==> src/rtl/turfio_tx_framer_pkg.sv <==
// -----------------------------------------------------------------------------
// turfio_pkg
// Shared definitions for the SURF->TURFIO transmit framer and its helpers:
// default training/idle words, counter width, link state and byte index types.
// No ports (package).
// -----------------------------------------------------------------------------
package turfio_pkg;

  // Non-rotationally-symmetric so the far end can find bit and byte alignment.
  localparam logic [31:0] TRAIN_PATTERN_DEF = 32'hA55A6996;
  localparam logic [31:0] IDLE_WORD_DEF     = 32'h00000000;
  localparam int          CNT_WIDTH_DEF     = 16;

  typedef enum logic {
    TRAIN = 1'b0,
    RUN   = 1'b1
  } link_state_t;

  typedef logic [1:0] byte_idx_t;

  // Byte slot during which the next word is chosen and loaded.
  localparam byte_idx_t LAST_BYTE = 2'd3;

  // Byte that leaves the serializer first (MSB byte of the word).
  function automatic logic [7:0] msb_byte(input logic [31:0] word);
    return word[31:24];
  endfunction

endpackage

==> src/rtl/turfio_tx_framer_if.sv <==
// -----------------------------------------------------------------------------
// turfio_tx_framer_if
// Word stream into the transmit framer (valid/ready, 32-bit data).
//   s_tdata  : data word, sampled only when s_tvalid & s_tready
//   s_tvalid : source has a word
//   s_tready : framer takes the word this clock
// master = the word source, slave = the framer.
// -----------------------------------------------------------------------------
interface turfio_tx_framer_if;
  import turfio_pkg::*;

  logic [31:0] s_tdata;
  logic        s_tvalid;
  logic        s_tready;

  modport master (
    output s_tdata,
    output s_tvalid,
    input  s_tready
  );

  modport slave (
    input  s_tdata,
    input  s_tvalid,
    output s_tready
  );

endinterface

==> src/rtl/turfio_tx_framer_sat_counter.sv <==
// -----------------------------------------------------------------------------
// turfio_sat_counter
// Saturating up-counter with clear and enable. Clear wins over a coincident
// increment; the count sticks at all-ones.
//   clk_i   : clock
//   rst_i   : synchronous active-high reset (count -> 0)
//   clr_i   : clear count to 0
//   en_i    : increment by one
//   count_o : current count
// -----------------------------------------------------------------------------
module turfio_sat_counter
  import turfio_pkg::*;
#(
  parameter int WIDTH = CNT_WIDTH_DEF
) (
  input  logic             clk_i,
  input  logic             rst_i,
  input  logic             clr_i,
  input  logic             en_i,
  output logic [WIDTH-1:0] count_o
);

  logic [WIDTH-1:0] r_count;

  // Count register: reset, clear, saturating increment.
  always_ff @(posedge clk_i) begin
    if (rst_i) begin
      r_count <= '0;
    end else if (clr_i) begin
      r_count <= '0;
    end else if (en_i && (r_count != {WIDTH{1'b1}})) begin
      r_count <= r_count + WIDTH'(1);
    end else begin
      r_count <= r_count;
    end
  end

  assign count_o = r_count;

endmodule

==> src/rtl/turfio_tx_framer.sv <==
// -----------------------------------------------------------------------------
// turfio_tx_framer
// SURF-side transmit framer. Takes 32-bit words from a valid/ready stream and
// emits one byte per clock (MSB byte first) to an 8:1 OSERDES. Sends a
// training pattern while train_i is high and an idle word when no data is
// offered. Words are chosen only at the byte-3 boundary, so a word is never
// truncated except by reset.
//   clk_i          : RXCLK-domain clock
//   rst_i          : synchronous active-high reset
//   train_i        : level, forces the training pattern (at next boundary)
//   s_axis         : word stream (slave side)
//   oserdes_data_o : byte to OSERDES, bit 7 first
//   frame_o        : high on byte 0 of every word
//   is_data_o      : high for all 4 bytes of an accepted data word
//   word_count_o   : saturating count of data words accepted
//   count_clr_i    : clears word_count_o (wins over an increment)
// -----------------------------------------------------------------------------
module turfio_tx_framer
  import turfio_pkg::*;
#(
  parameter logic [31:0] TRAIN_PATTERN = TRAIN_PATTERN_DEF,
  parameter logic [31:0] IDLE_WORD     = IDLE_WORD_DEF,
  parameter int          CNT_WIDTH     = CNT_WIDTH_DEF
) (
  input  logic                 clk_i,
  input  logic                 rst_i,
  input  logic                 train_i,
  turfio_tx_framer_if.slave    s_axis,
  output logic [7:0]           oserdes_data_o,
  output logic                 frame_o,
  output logic                 is_data_o,
  output logic [CNT_WIDTH-1:0] word_count_o,
  input  logic                 count_clr_i
);

  link_state_t r_state;
  link_state_t w_state_nxt;
  byte_idx_t   r_byte_cnt;
  logic [23:0] r_shreg;      // bytes 1..3 of the word currently on the wire
  logic [7:0]  r_data;
  logic        r_frame;
  logic        r_is_data;
  logic        w_boundary;
  logic        w_handshake;
  logic        w_is_data_nxt;
  logic [31:0] w_word_nxt;

  assign w_boundary = (r_byte_cnt == LAST_BYTE);

  // Ready only in RUN at the boundary; the TRAIN->RUN boundary never takes
  // data, so the first word after training is always an idle word.
  assign s_axis.s_tready = (r_state == RUN) & w_boundary & ~train_i;
  assign w_handshake     = s_axis.s_tready & s_axis.s_tvalid;

  // Link state register.
  always_ff @(posedge clk_i) begin
    if (rst_i) begin
      r_state <= TRAIN;
    end else begin
      r_state <= w_state_nxt;
    end
  end

  // Next state and next word, decided only at the boundary.
  always_comb begin
    w_state_nxt   = r_state;
    w_word_nxt    = IDLE_WORD;
    w_is_data_nxt = 1'b0;
    if (w_boundary) begin
      case (r_state)
        TRAIN: begin
          if (train_i) begin
            w_word_nxt = TRAIN_PATTERN;
          end else begin
            w_state_nxt = RUN;
            w_word_nxt  = IDLE_WORD;
          end
        end
        RUN: begin
          if (train_i) begin
            w_state_nxt = TRAIN;
            w_word_nxt  = TRAIN_PATTERN;
          end else if (w_handshake) begin
            w_word_nxt    = s_axis.s_tdata;
            w_is_data_nxt = 1'b1;
          end else begin
            w_word_nxt = IDLE_WORD;
          end
        end
        default: begin
          w_state_nxt = TRAIN;
          w_word_nxt  = TRAIN_PATTERN;
        end
      endcase
    end else begin
      w_state_nxt = r_state;
    end
  end

  // Byte counter, shift register and registered byte/frame/data-flag outputs.
  always_ff @(posedge clk_i) begin
    if (rst_i) begin
      r_byte_cnt <= 2'd0;
      r_shreg    <= 24'h000000;
      r_data     <= 8'h00;
      r_frame    <= 1'b0;
      r_is_data  <= 1'b0;
    end else begin
      r_byte_cnt <= r_byte_cnt + 2'd1;
      if (w_boundary) begin
        r_data    <= msb_byte(w_word_nxt);
        r_shreg   <= w_word_nxt[23:0];
        r_frame   <= 1'b1;
        r_is_data <= w_is_data_nxt;
      end else begin
        r_data    <= r_shreg[23:16];
        r_shreg   <= {r_shreg[15:0], 8'h00};
        r_frame   <= 1'b0;
        r_is_data <= r_is_data;
      end
    end
  end

  assign oserdes_data_o = r_data;
  assign frame_o        = r_frame;
  assign is_data_o      = r_is_data;

  turfio_sat_counter #(
    .WIDTH (CNT_WIDTH)
  ) u_word_cnt (
    .clk_i   (clk_i),
    .rst_i   (rst_i),
    .clr_i   (count_clr_i),
    .en_i    (w_handshake),
    .count_o (word_count_o)
  );

endmodule

==> src/flat_wrapper.sv <==
// flat-port wrapper written by rule: the top's interface ports become plain ports
module turfio_tx_framer_flat import turfio_pkg::*;
#(
  parameter logic [31:0] TRAIN_PATTERN = TRAIN_PATTERN_DEF,
  parameter logic [31:0] IDLE_WORD     = IDLE_WORD_DEF,
  parameter int          CNT_WIDTH     = CNT_WIDTH_DEF
)
  (clk_i, rst_i, train_i, oserdes_data_o, frame_o, is_data_o, word_count_o, count_clr_i, s_axis_s_tdata, s_axis_s_tvalid, s_axis_s_tready);
  turfio_tx_framer_if s_axis_i ();
  input  logic clk_i;
  input  logic rst_i;
  input  logic train_i;
  output logic [7:0] oserdes_data_o;
  output logic frame_o;
  output logic is_data_o;
  output logic [CNT_WIDTH-1:0] word_count_o;
  input  logic count_clr_i;
  input wire logic [$bits(s_axis_i.s_tdata)-1:0] s_axis_s_tdata;
  input wire logic [$bits(s_axis_i.s_tvalid)-1:0] s_axis_s_tvalid;
  output wire logic [$bits(s_axis_i.s_tready)-1:0] s_axis_s_tready;
  assign s_axis_i.s_tdata = s_axis_s_tdata;
  assign s_axis_i.s_tvalid = s_axis_s_tvalid;
  assign s_axis_s_tready = s_axis_i.s_tready;
  turfio_tx_framer #(.TRAIN_PATTERN(TRAIN_PATTERN), .IDLE_WORD(IDLE_WORD), .CNT_WIDTH(CNT_WIDTH)) u_core (.clk_i(clk_i), .rst_i(rst_i), .train_i(train_i), .s_axis(s_axis_i), .oserdes_data_o(oserdes_data_o), .frame_o(frame_o), .is_data_o(is_data_o), .word_count_o(word_count_o), .count_clr_i(count_clr_i));
endmodule
==> config.mk <==
export PLATFORM = sky130hd
export DESIGN_NAME = turfio_tx_framer_flat
export DESIGN_NICKNAME = d
export VERILOG_FILES = /design/src/rtl/turfio_tx_framer_pkg.sv /design/src/rtl/turfio_tx_framer_if.sv /design/src/rtl/turfio_tx_framer_sat_counter.sv /design/src/rtl/turfio_tx_framer.sv /design/src/flat_wrapper.sv
export SDC_FILE = /design/constraint.sdc
export NUM_CORES = 1
export LEC_CHECK = 0
export BUFFER_PORTS_ARGS = -buffer_cell sky130_fd_sc_hd__buf_2
export CAP_MARGIN = 20
export CORE_UTILIZATION = 40
export CTS_BUF_LIST = sky130_fd_sc_hd__clkbuf_8
export DETAILED_ROUTE_END_ITERATION = 10
export GPL_TIMING_DRIVEN = 0
export HOLD_SLACK_MARGIN = 0.08
export SLEW_MARGIN = 15
export SYNTH_ARGS = -nofsm -noshare
export SYNTH_HDL_FRONTEND = slang
export SYNTH_SLANG_ARGS = --single-unit
==> constraint.sdc <==
create_clock -name clk_i -period 3.8 [get_ports clk_i]
set_clock_uncertainty 0.15 [all_clocks]
set_input_delay 0.76 -clock clk_i [delete_from_list [all_inputs] [get_ports clk_i]]
set_output_delay 0.76 -clock clk_i [all_outputs]
set_load 0.005 [all_outputs]
Word level (Yosys, flattened, before mapping)
Index checks and enable logic that the tools add are counted.

storage, ports and cells
  register bits = 53
  bits of input ports = 37
  output and inout port bits = 27
  word-level logic and storage cells = 32

cells by class
  $add $sub $neg = 2
  eq/ne operators = 2
  muxes and demuxes = 11
  bitwise gates (word level) = 6
  reduce and logical (&&, ||, !) cells = 3

operators with widths
  cell                   count
  $mux 32                3
  $pmux 32 s2            1
  $mux 24                1
  $add 16x1->16 const B  1
  $ne 16x16->1 const B   1
  $mux 8                 1
  $mux 1                 5
  $reduce_or 2->1        2
  $and 1x1->1            3
  $not 1->1              3
  $add 2x1->2 const B    1
  $eq 2x2->1 const B     1
  $logic_and 1x1->1      1

Logic depth before layout (Yosys ltp)
Gate-level depths: netlist of run 1.

  word-level depth = 8
  depth in mapped cells = 6
  depth with buffers taken out = 5

Hierarchy
From an unflattened synthesis of run 1, not the netlist that was laid out.

unflattened totals
  cells, all modules = 228
  area, all modules = 2224.6 um^2

by module, submodules not included
  module              instances  cells each  area each (um^2)  seq. area each (um^2)
  turfio_tx_framer    1          126         1307.5            740.7
  turfio_sat_counter  1          102         917.1             320.3

Worst setup path before layout of run 1
OpenSTA, ideal clock, no wires.

  path type = input to output
  from = in train_i
  to = out s_axis_s_tready
  data arrival time = 1270 ps
  required time = 2890 ps
  path slack = 1620 ps
  stages on the path = 3
  path buffers = 1
  cell sequence = nand2b_1 > clkbuf_1 > nor2_1

between the ends
  longest elaborated chain between the ends = 2

RTL lines
  element          line                    RTL
  start, declared  flat_wrapper.sv:12      input logic train_i;
  $not 1->1        turfio_tx_framer.sv:52  assign s_axis.s_tready = (r_state == RUN) & w_boundary & ~train_i;
  $and 1x1->1      turfio_tx_framer.sv:52
  end, declared    flat_wrapper.sv:20      output wire logic [$bits(s_axis_i.s_tready)-1:0] s_axis_s_tready;

Every way passes these cells.

Worst setup path after layout of run 1
  from = reg u_core.r_byte_cnt[0]
  to = out s_axis_s_tready

between the ends
  longest elaborated chain between the ends = 3

RTL lines
  element                      line                     RTL
  start, declared              turfio_tx_framer.sv:38   byte_idx_t r_byte_cnt;
  start signal, assigned       turfio_tx_framer.sv:109  r_byte_cnt <= r_byte_cnt + 2'd1;
  $eq 2x2->1                   turfio_tx_framer.sv:48   assign w_boundary = (r_byte_cnt == LAST_BYTE);
  named net u_core.w_boundary  turfio_tx_framer.sv:43   logic w_boundary;
  $and 1x1->1 (2 in a row)     turfio_tx_framer.sv:52

The timed path passes the listed nets, and every way through them passes these cells.

==> results of run 1 <==
-- worst reg2reg max path, delay by kind of cell (launching register included) --
family / cells / cell delay [ns]
DFF: 1 / 0.35
and+or+nand+nor: 2 / 0.25
adders and majority gates: 1 / 0.24
buffers and inverters: 3 / 1.05
-- final cells by class --
type / count / share of cell area, %
plain buffers: 14 / 2.13
multi-input cells: 173 / 37.6
flip-flops and latches: 53 / 40.2
clock buffers: 5 / 2.60
clock inverters: 3 / 1.66
well taps: 70 / 3.31
repair buffers: 63 / 11.9
inverters: 4 / 0.568
-- final timing paths --
| path | start | end |
|---|---|---|
| setup / recovery | u_core.r_byte_cnt[0] | s_axis_s_tready |
| hold / removal | u_core.r_byte_cnt[0] | u_core.r_byte_cnt[0] |
| setup reg to reg | u_core.r_byte_cnt[0] | u_core.r_shreg[19] |
| hold reg to reg | u_core.r_byte_cnt[0] | u_core.r_byte_cnt[0] |
-- placed cells by master, fill, tap and decap left out, types with 5 or more instances in the layout --
master / count
nand3_1: 7
clkbuf_1: 10
nor3_1: 13
dfxtp_1: 53
nand4_1: 6
buf_2: 66
a21oi_1: 40
clkbuf_8: 5
o31ai_1: 6
nor2b_1: 13
or4_1: 6
nor2_1: 36
-- report_power, final --
part           switching (W)  leakage, nW  total (W)  internal [W]
logic              0.0000322        0.670  0.0000600     0.0000278
clock network       0.000192       0.0585   0.000390      0.000198
registers         0.00000254        0.428   0.000567      0.000564
total               0.000227         1.16    0.00102      0.000790
-- cells by family after synthesis --
logic type / synth area share, %
and+or+nand+nor: 28.8
muxes: 0.471
buffers and inverters: 3.35
DFF: 49.9
AOI/OAI and AO/OA: 16.3
adders and majority gates: 1.18
-- state kept, by name, indices dropped and copies added, names as in the netlist --
name / cells
u_core.r_shreg: 24
u_core.u_word_cnt.count_o: 16
u_core.is_data_o: 1
u_core.r_byte_cnt: 2
u_core.oserdes_data_o: 8
u_core.r_state: 1
u_core.frame_o: 1
-- per-layer routing --
metal  vias up  global-route usage (%)
met1       857                    27.8
met3         6                    5.49
met5         -                       0
met2        61                    27.3
met4         0                    7.13
li1       1016                       -
-- metrics by stage --
stage                     total power (W)  hold WS, ns  area (um2)  util (%)  worst slack, ns
after detailed placement         0.000640        0.258        2530      49.5             1.13
after floorplan                  0.000609        0.240        2130         -             1.62
after global placement           0.000640        0.250        2530      49.5             1.10
after global routing              0.00106        0.292        2640      51.7            0.802
final                             0.00102        0.277        2640      51.7            0.950
after CTS                         0.00103        0.279        2640      51.7            0.948
==> run_results.csv, run 1 <==
group,metric,value,unit
timing,final-max-slew-violation-count,0,
clock_tree,clkTransAtPathRegs,0.11,ns
layout,multi_input_area,995,um2
clock_tree,cts_resized,0,
run_status,status,"finished, final reports clean",
synthesis,synth_top_area_share,49.9,%
synthesis,ys_seq_area_share,49.9,%
worst_setup_path,worstPathMaxFanout,10,
drt,drcViolationCount,0,
layout,nets,353,
clock_tree,cts.htree.levels,2,
flow_run,cap_violations,0,
layout,finalNonFillerCells,385,
synthesis,synth_area_leaders,"dfxtp_1 (50%), a21oi_1 (9.4%), nor2_1 (6.4%)",
synthesis,synthCells,244,
timing,finalCriticalPeriod,2.85,ns
grt,overflow,0,
grt,grt_max_degree,18,
timing,fin_crit_sh,75.0,%
place,io_buffer_count,63,
synthesis,syn_area_per_cell,8.72,um2
drt,vias,1940,
floorplanning,die_h,74.9,um
place,gp_congestion,0.781,
grt,first_global_vias,1655,
clock_tree,clockBufferDepth,2,
drt,finalWirelength,4.88,mm
drt,postRouteAntennaNets,0,
worst_setup_path,critical_path_required,2.89,ns
grt,grtUsageTotal,19.3,%
layout,num_antenna_cells,0,
clock_tree,cts_root_buf,"clkbuf_8",
pwr,leakagePower,1.16,nW
drt,routed.top_layer,"met4",
worst_setup_path,path_delay_family,"buffers and inverters",
worst_setup_path,worst_setup_path_start_kind,"flop",
synthesis,synth_common_cells,"dfxtp_1 (53), a21oi_1 (40), nor2_1 (36), nor2b_1 (13), nor3_1 (13)",
layout,nFillCells,521,
grt,antenna_found_initial,0,
worst_setup_path,worstPathCellList,"ha_1 -> buf_2 -> nand2b_1 -> clkbuf_1 -> nor2_1 -> buf_2",
worst_setup_path,slowest_delay,0.40,ns
worst_setup_path,ff2ff_path_depth,6,
synthesis,synth_area_leader_cell,"dfxtp_1",
synthesis,async_flop_share,0,%
worst_setup_path,r2r_slack,1.68,ns
floorplanning,placementRows,26,
drt,viasPerCell,5.04,
drt,dr_wl_met3,322,um
timing,worst_slew_pin_slew,0.518,ns
worst_setup_path,cp-end-kind,"output pin",
synthesis,yosys_warnings,0,
worst_setup_path,worst-setup-path-type,"reg2out",
synthesis,synth_top_flop_cell,"dfxtp_1",
synthesis,yosysMostFrequentCell,"dfxtp_1",
min_path,hold_path_depth,1,
pwr,p_per_area,385,mW/mm2
floorplanning,initial_core_util,41.6,%
timing,hold_viol,0,
floorplanning,die_area,0.00561,mm2
layout,area_growth,24.2,%
layout,drive_gt1_share,25.1,%
timing,maxSlewHeadroom,65.3,%
clock_tree,hold_buffers,0,
timing,final-setup-viol-count,0,
drt,wire_per_inst,12.7,um
layout,seq_area,0.00106,mm2
worst_setup_path,cpMostUsedCell,"buf_2",
floorplanning,ios,64,
place,dp.cells,377,
clock_tree,cts_buffers,5,
drt,dr.first_iter.drc_count,98,
clock_tree,cts_tree,"done",
place,hpwl,3.55,mm
synthesis,synth_edf_count,0,
grt,grt_pass1_wl,7.99,mm
timing,fmax,351,MHz
worst_setup_path,slowest_stage,"clkbuf_1",
drt,wl_met2,2.04,mm
synthesis,netlist-cell-type-count,37,
clock_tree,numClockSinks,53,
floorplanning,fp.dieW,74.9,um
clock_tree,clk_latency,0.32,ns
pwr,vdd_drop_max,248,uV
drt,wl_met1,2.44,mm
min_path,hold_class,"reg2reg",
worst_setup_path,critPathBufInv,3,
timing,fin_setup_tns,0,ns
worst_setup_path,critPathArrivalTime,1.94,ns
floorplanning,core,0.00511,mm2
synthesis,ys_ff_latch,53,
drt,first_pass_iters,4,
synthesis,synth_nets,283,
worst_setup_path,crit_cells,6,
timing,rsz0062_at_grt,"no",
clock_tree,cts_setup_buffers,0,
synthesis,syn-cell-area,0.00213,mm2
No activity file was read; power rests on OpenSTA's default activity.
==> inputs of run 2 (changes only) <==
--- a/config.mk
+++ b/config.mk
@@ -12,6 +12,7 @@
 export DETAILED_ROUTE_END_ITERATION = 10
 export GPL_TIMING_DRIVEN = 0
 export HOLD_SLACK_MARGIN = 0.08
+export PLACE_DENSITY = 0.67
 export SLEW_MARGIN = 15
 export SYNTH_ARGS = -nofsm -noshare
 export SYNTH_HDL_FRONTEND = slang
==> constraint.sdc (replaced) <==
create_clock -name clk_i -period 2.5 [get_ports clk_i]
set_clock_uncertainty 0.15 [all_clocks]
set_input_delay 0.5 -clock clk_i [delete_from_list [all_inputs] [get_ports clk_i]]
set_output_delay 0.5 -clock clk_i [all_outputs]
set_load 0.005 [all_outputs]
==> run_results.csv, run 2 (synthesized netlist as in run 1, its figures left out) <==
group,metric,value,unit
run_status,status,"finished, final reports clean",
layout,largest-register,"u_core.r_shreg",
floorplanning,initial_core_util,41.6,%
timing,fmax,432,MHz
clock_tree,clockBufferDepth,2,
pwr,p_per_area,548,mW/mm2
drt,postRouteAntennaNets,0,
timing,rsz0062_at_grt,"no",
worst_setup_path,startpoint,"u_core.r_byte_cnt[0]",
drt,first_pass_iters,4,
place,place_ws,0.271,ns
timing,fin_crit_sh,92.7,%
floorplanning,die_h,74.9,um
drt,vias,1934,
worst_setup_path,r2r_end,"u_core.r_shreg[19]",
place,placed_area,0.00253,mm2
pwr,vdd_drop_max,327,uV
grt,antenna_found_initial,0,
place,hpwl,3.55,mm
layout,num_antenna_cells,0,
grt,grtUsageTotal,17.8,%
worst_setup_path,r2r_slack,0.31,ns
clock_tree,cts_setup_buffers,0,
grt,grt_max_degree,18,
drt,viasPerCell,5.04,
layout,largest_reg_flops,24,
timing,setup_slack,0.183,ns
layout,final_util,51.3,%
clock_tree,numClockSinks,53,
worst_setup_path,worst-setup-path-type,"reg2out",
layout,nets,352,
worst_setup_path,cp-endpoint,"s_axis_s_tready",
timing,finalCriticalPeriod,2.32,ns
place,gp_congestion,0.793,
clock_tree,clk_latency,0.30,ns
drt,dr.first_iter.drc_count,149,
worst_setup_path,worst_setup_path_start_kind,"flop",
min_path,hold_class,"in2reg",
worst_setup_path,critical_path_required,1.85,ns
clock_tree,cts_root_buf,"clkbuf_8",
drt,finalWirelength,4.84,mm
grt,overflow,0,
clock_tree,cts_buffers,5,
pwr,leakagePower,1.14,nW
layout,area_growth,23.1,%
layout,final_common_cell,"buf_2",
clock_tree,cts.htree.levels,2,
floorplanning,fp.dieW,74.9,um
layout,mostFrequentLayoutCells,"buf_2 (66), dfxtp_1 (53), a21oi_1 (40), nor2_1 (36)",
drt,wire_per_inst,12.6,um
timing,final-setup-viol-count,0,
floorplanning,ios,64,
worst_setup_path,worstPathMaxFanout,14,
place,io_buffer_count,63,
worst_setup_path,ff2ff_path_depth,6,
layout,drive_gt1_share,25.5,%
timing,maxSlewHeadroom,64.5,%
layout,nFillCells,504,
clock_tree,cts_tree,"done",
clock_tree,clkTransAtPathRegs,0.10,ns
timing,final-max-slew-violation-count,0,
timing,worst_slew_pin_slew,0.533,ns
worst_setup_path,cp-end-kind,"output pin",
floorplanning,die_area,0.00561,mm2
layout,post-route-cell-area,0.00262,mm2
floorplanning,core,0.00511,mm2
grt,first_global_vias,1613,
worst_setup_path,critPathArrivalTime,1.67,ns
flow_run,cap_violations,0,
drt,drcViolationCount,0,
timing,fin_setup_tns,0,ns
grt,grt_pass1_wl,7.68,mm
worst_setup_path,timing.rr.start,"u_core.r_byte_cnt[0]",
floorplanning,placementRows,26,
timing,hold_viol,0,
==> run 2: cell types whose count changed in the layout (fill, tap and decap cells not counted), sizes merged <==
cell,delta
clkinvlp,+1
clkbuf,-1
bufinv,-1
==> run 2: what timing repair did <==
item                                    4_1_cts  5_1_grt
hold buffers                                  0        0
endpoints found under the hold margin         0        0
gates resized for setup                       0        1
endpoints found under the setup margin        1        1
==> run 2: worst min path at each step <==
stage,startpoint,to,slack (ns),cells after the start
after floorplan,u_core.r_byte_cnt[0],u_core.r_byte_cnt[0],0.24,1
after global placement,u_core.r_byte_cnt[0],u_core.r_byte_cnt[0],0.25,1
after detailed placement,u_core.r_byte_cnt[0],u_core.r_byte_cnt[0],0.26,1
after CTS,s_axis_s_tdata[3],u_core.r_shreg[3],0.23,2
after global routing,s_axis_s_tdata[3],u_core.r_shreg[3],0.24,2
final,s_axis_s_tdata[3],u_core.r_shreg[3],0.24,2
==> run 2: layout make-up <==
class | count | area [um2] | area share (%)
Multi-Input combinational cell | 173 | 997 | 38.1
Timing Repair Buffer | 63 | 315 | 12.0
Buffer | 13 | 52.6 | 2.01
Inverter | 4 | 15.0 | 0.573
Clock buffer | 5 | 68.8 | 2.63
Tap cell | 70 | 87.6 | 3.34
Clock inverter | 3 | 21.3 | 0.812
Sequential cell | 53 | 1060 | 40.5
==> run 2: critical path, cell delays in order, from the launching register on <==
cell,delay (ns)
dfxtp_1,0.35
ha_1,0.25
buf_2,0.27
nand2b_2,0.22
nor2_1,0.14
buf_2,0.13
==> run 2: metal layers <==
layer | wire, um | up-vias | global-route usage, % | part of all wire (%)
met5 | 0 | - | 0 | 0
li1 | - | 1018 | - | -
met4 | 26 | 0 | 5.03 | 0.54
met2 | 2200 | 37 | 26.2 | 45
met3 | 176 | 2 | 2.95 | 3.6
met1 | 2440 | 877 | 26.7 | 50
==> run 2: stage by stage <==
step / hold slack [ns] / std cells / power, W
6_report: 0.241 / 384 / 0.00144
4_1_cts: 0.231 / 384 / 0.00145
2_1_floorplan: 0.240 / 244 / 0.000925
5_1_grt: 0.239 / 384 / 0.00149
3_3_place_gp: 0.248 / 377 / 0.000972
3_5_place_dp: 0.259 / 377 / 0.000973
==> run 2: power breakdown <==
group | switching [W] | internal [W] | leakage (nW) | total, W
Combinational | 0.0000496 | 0.0000424 | 0.670 | 0.0000920
Clock | 0.000282 | 0.000199 | 0.0445 | 0.000482
Sequential | 0.00000390 | 0.000858 | 0.428 | 0.000862
Total | 0.000336 | 0.00110 | 1.14 | 0.00144
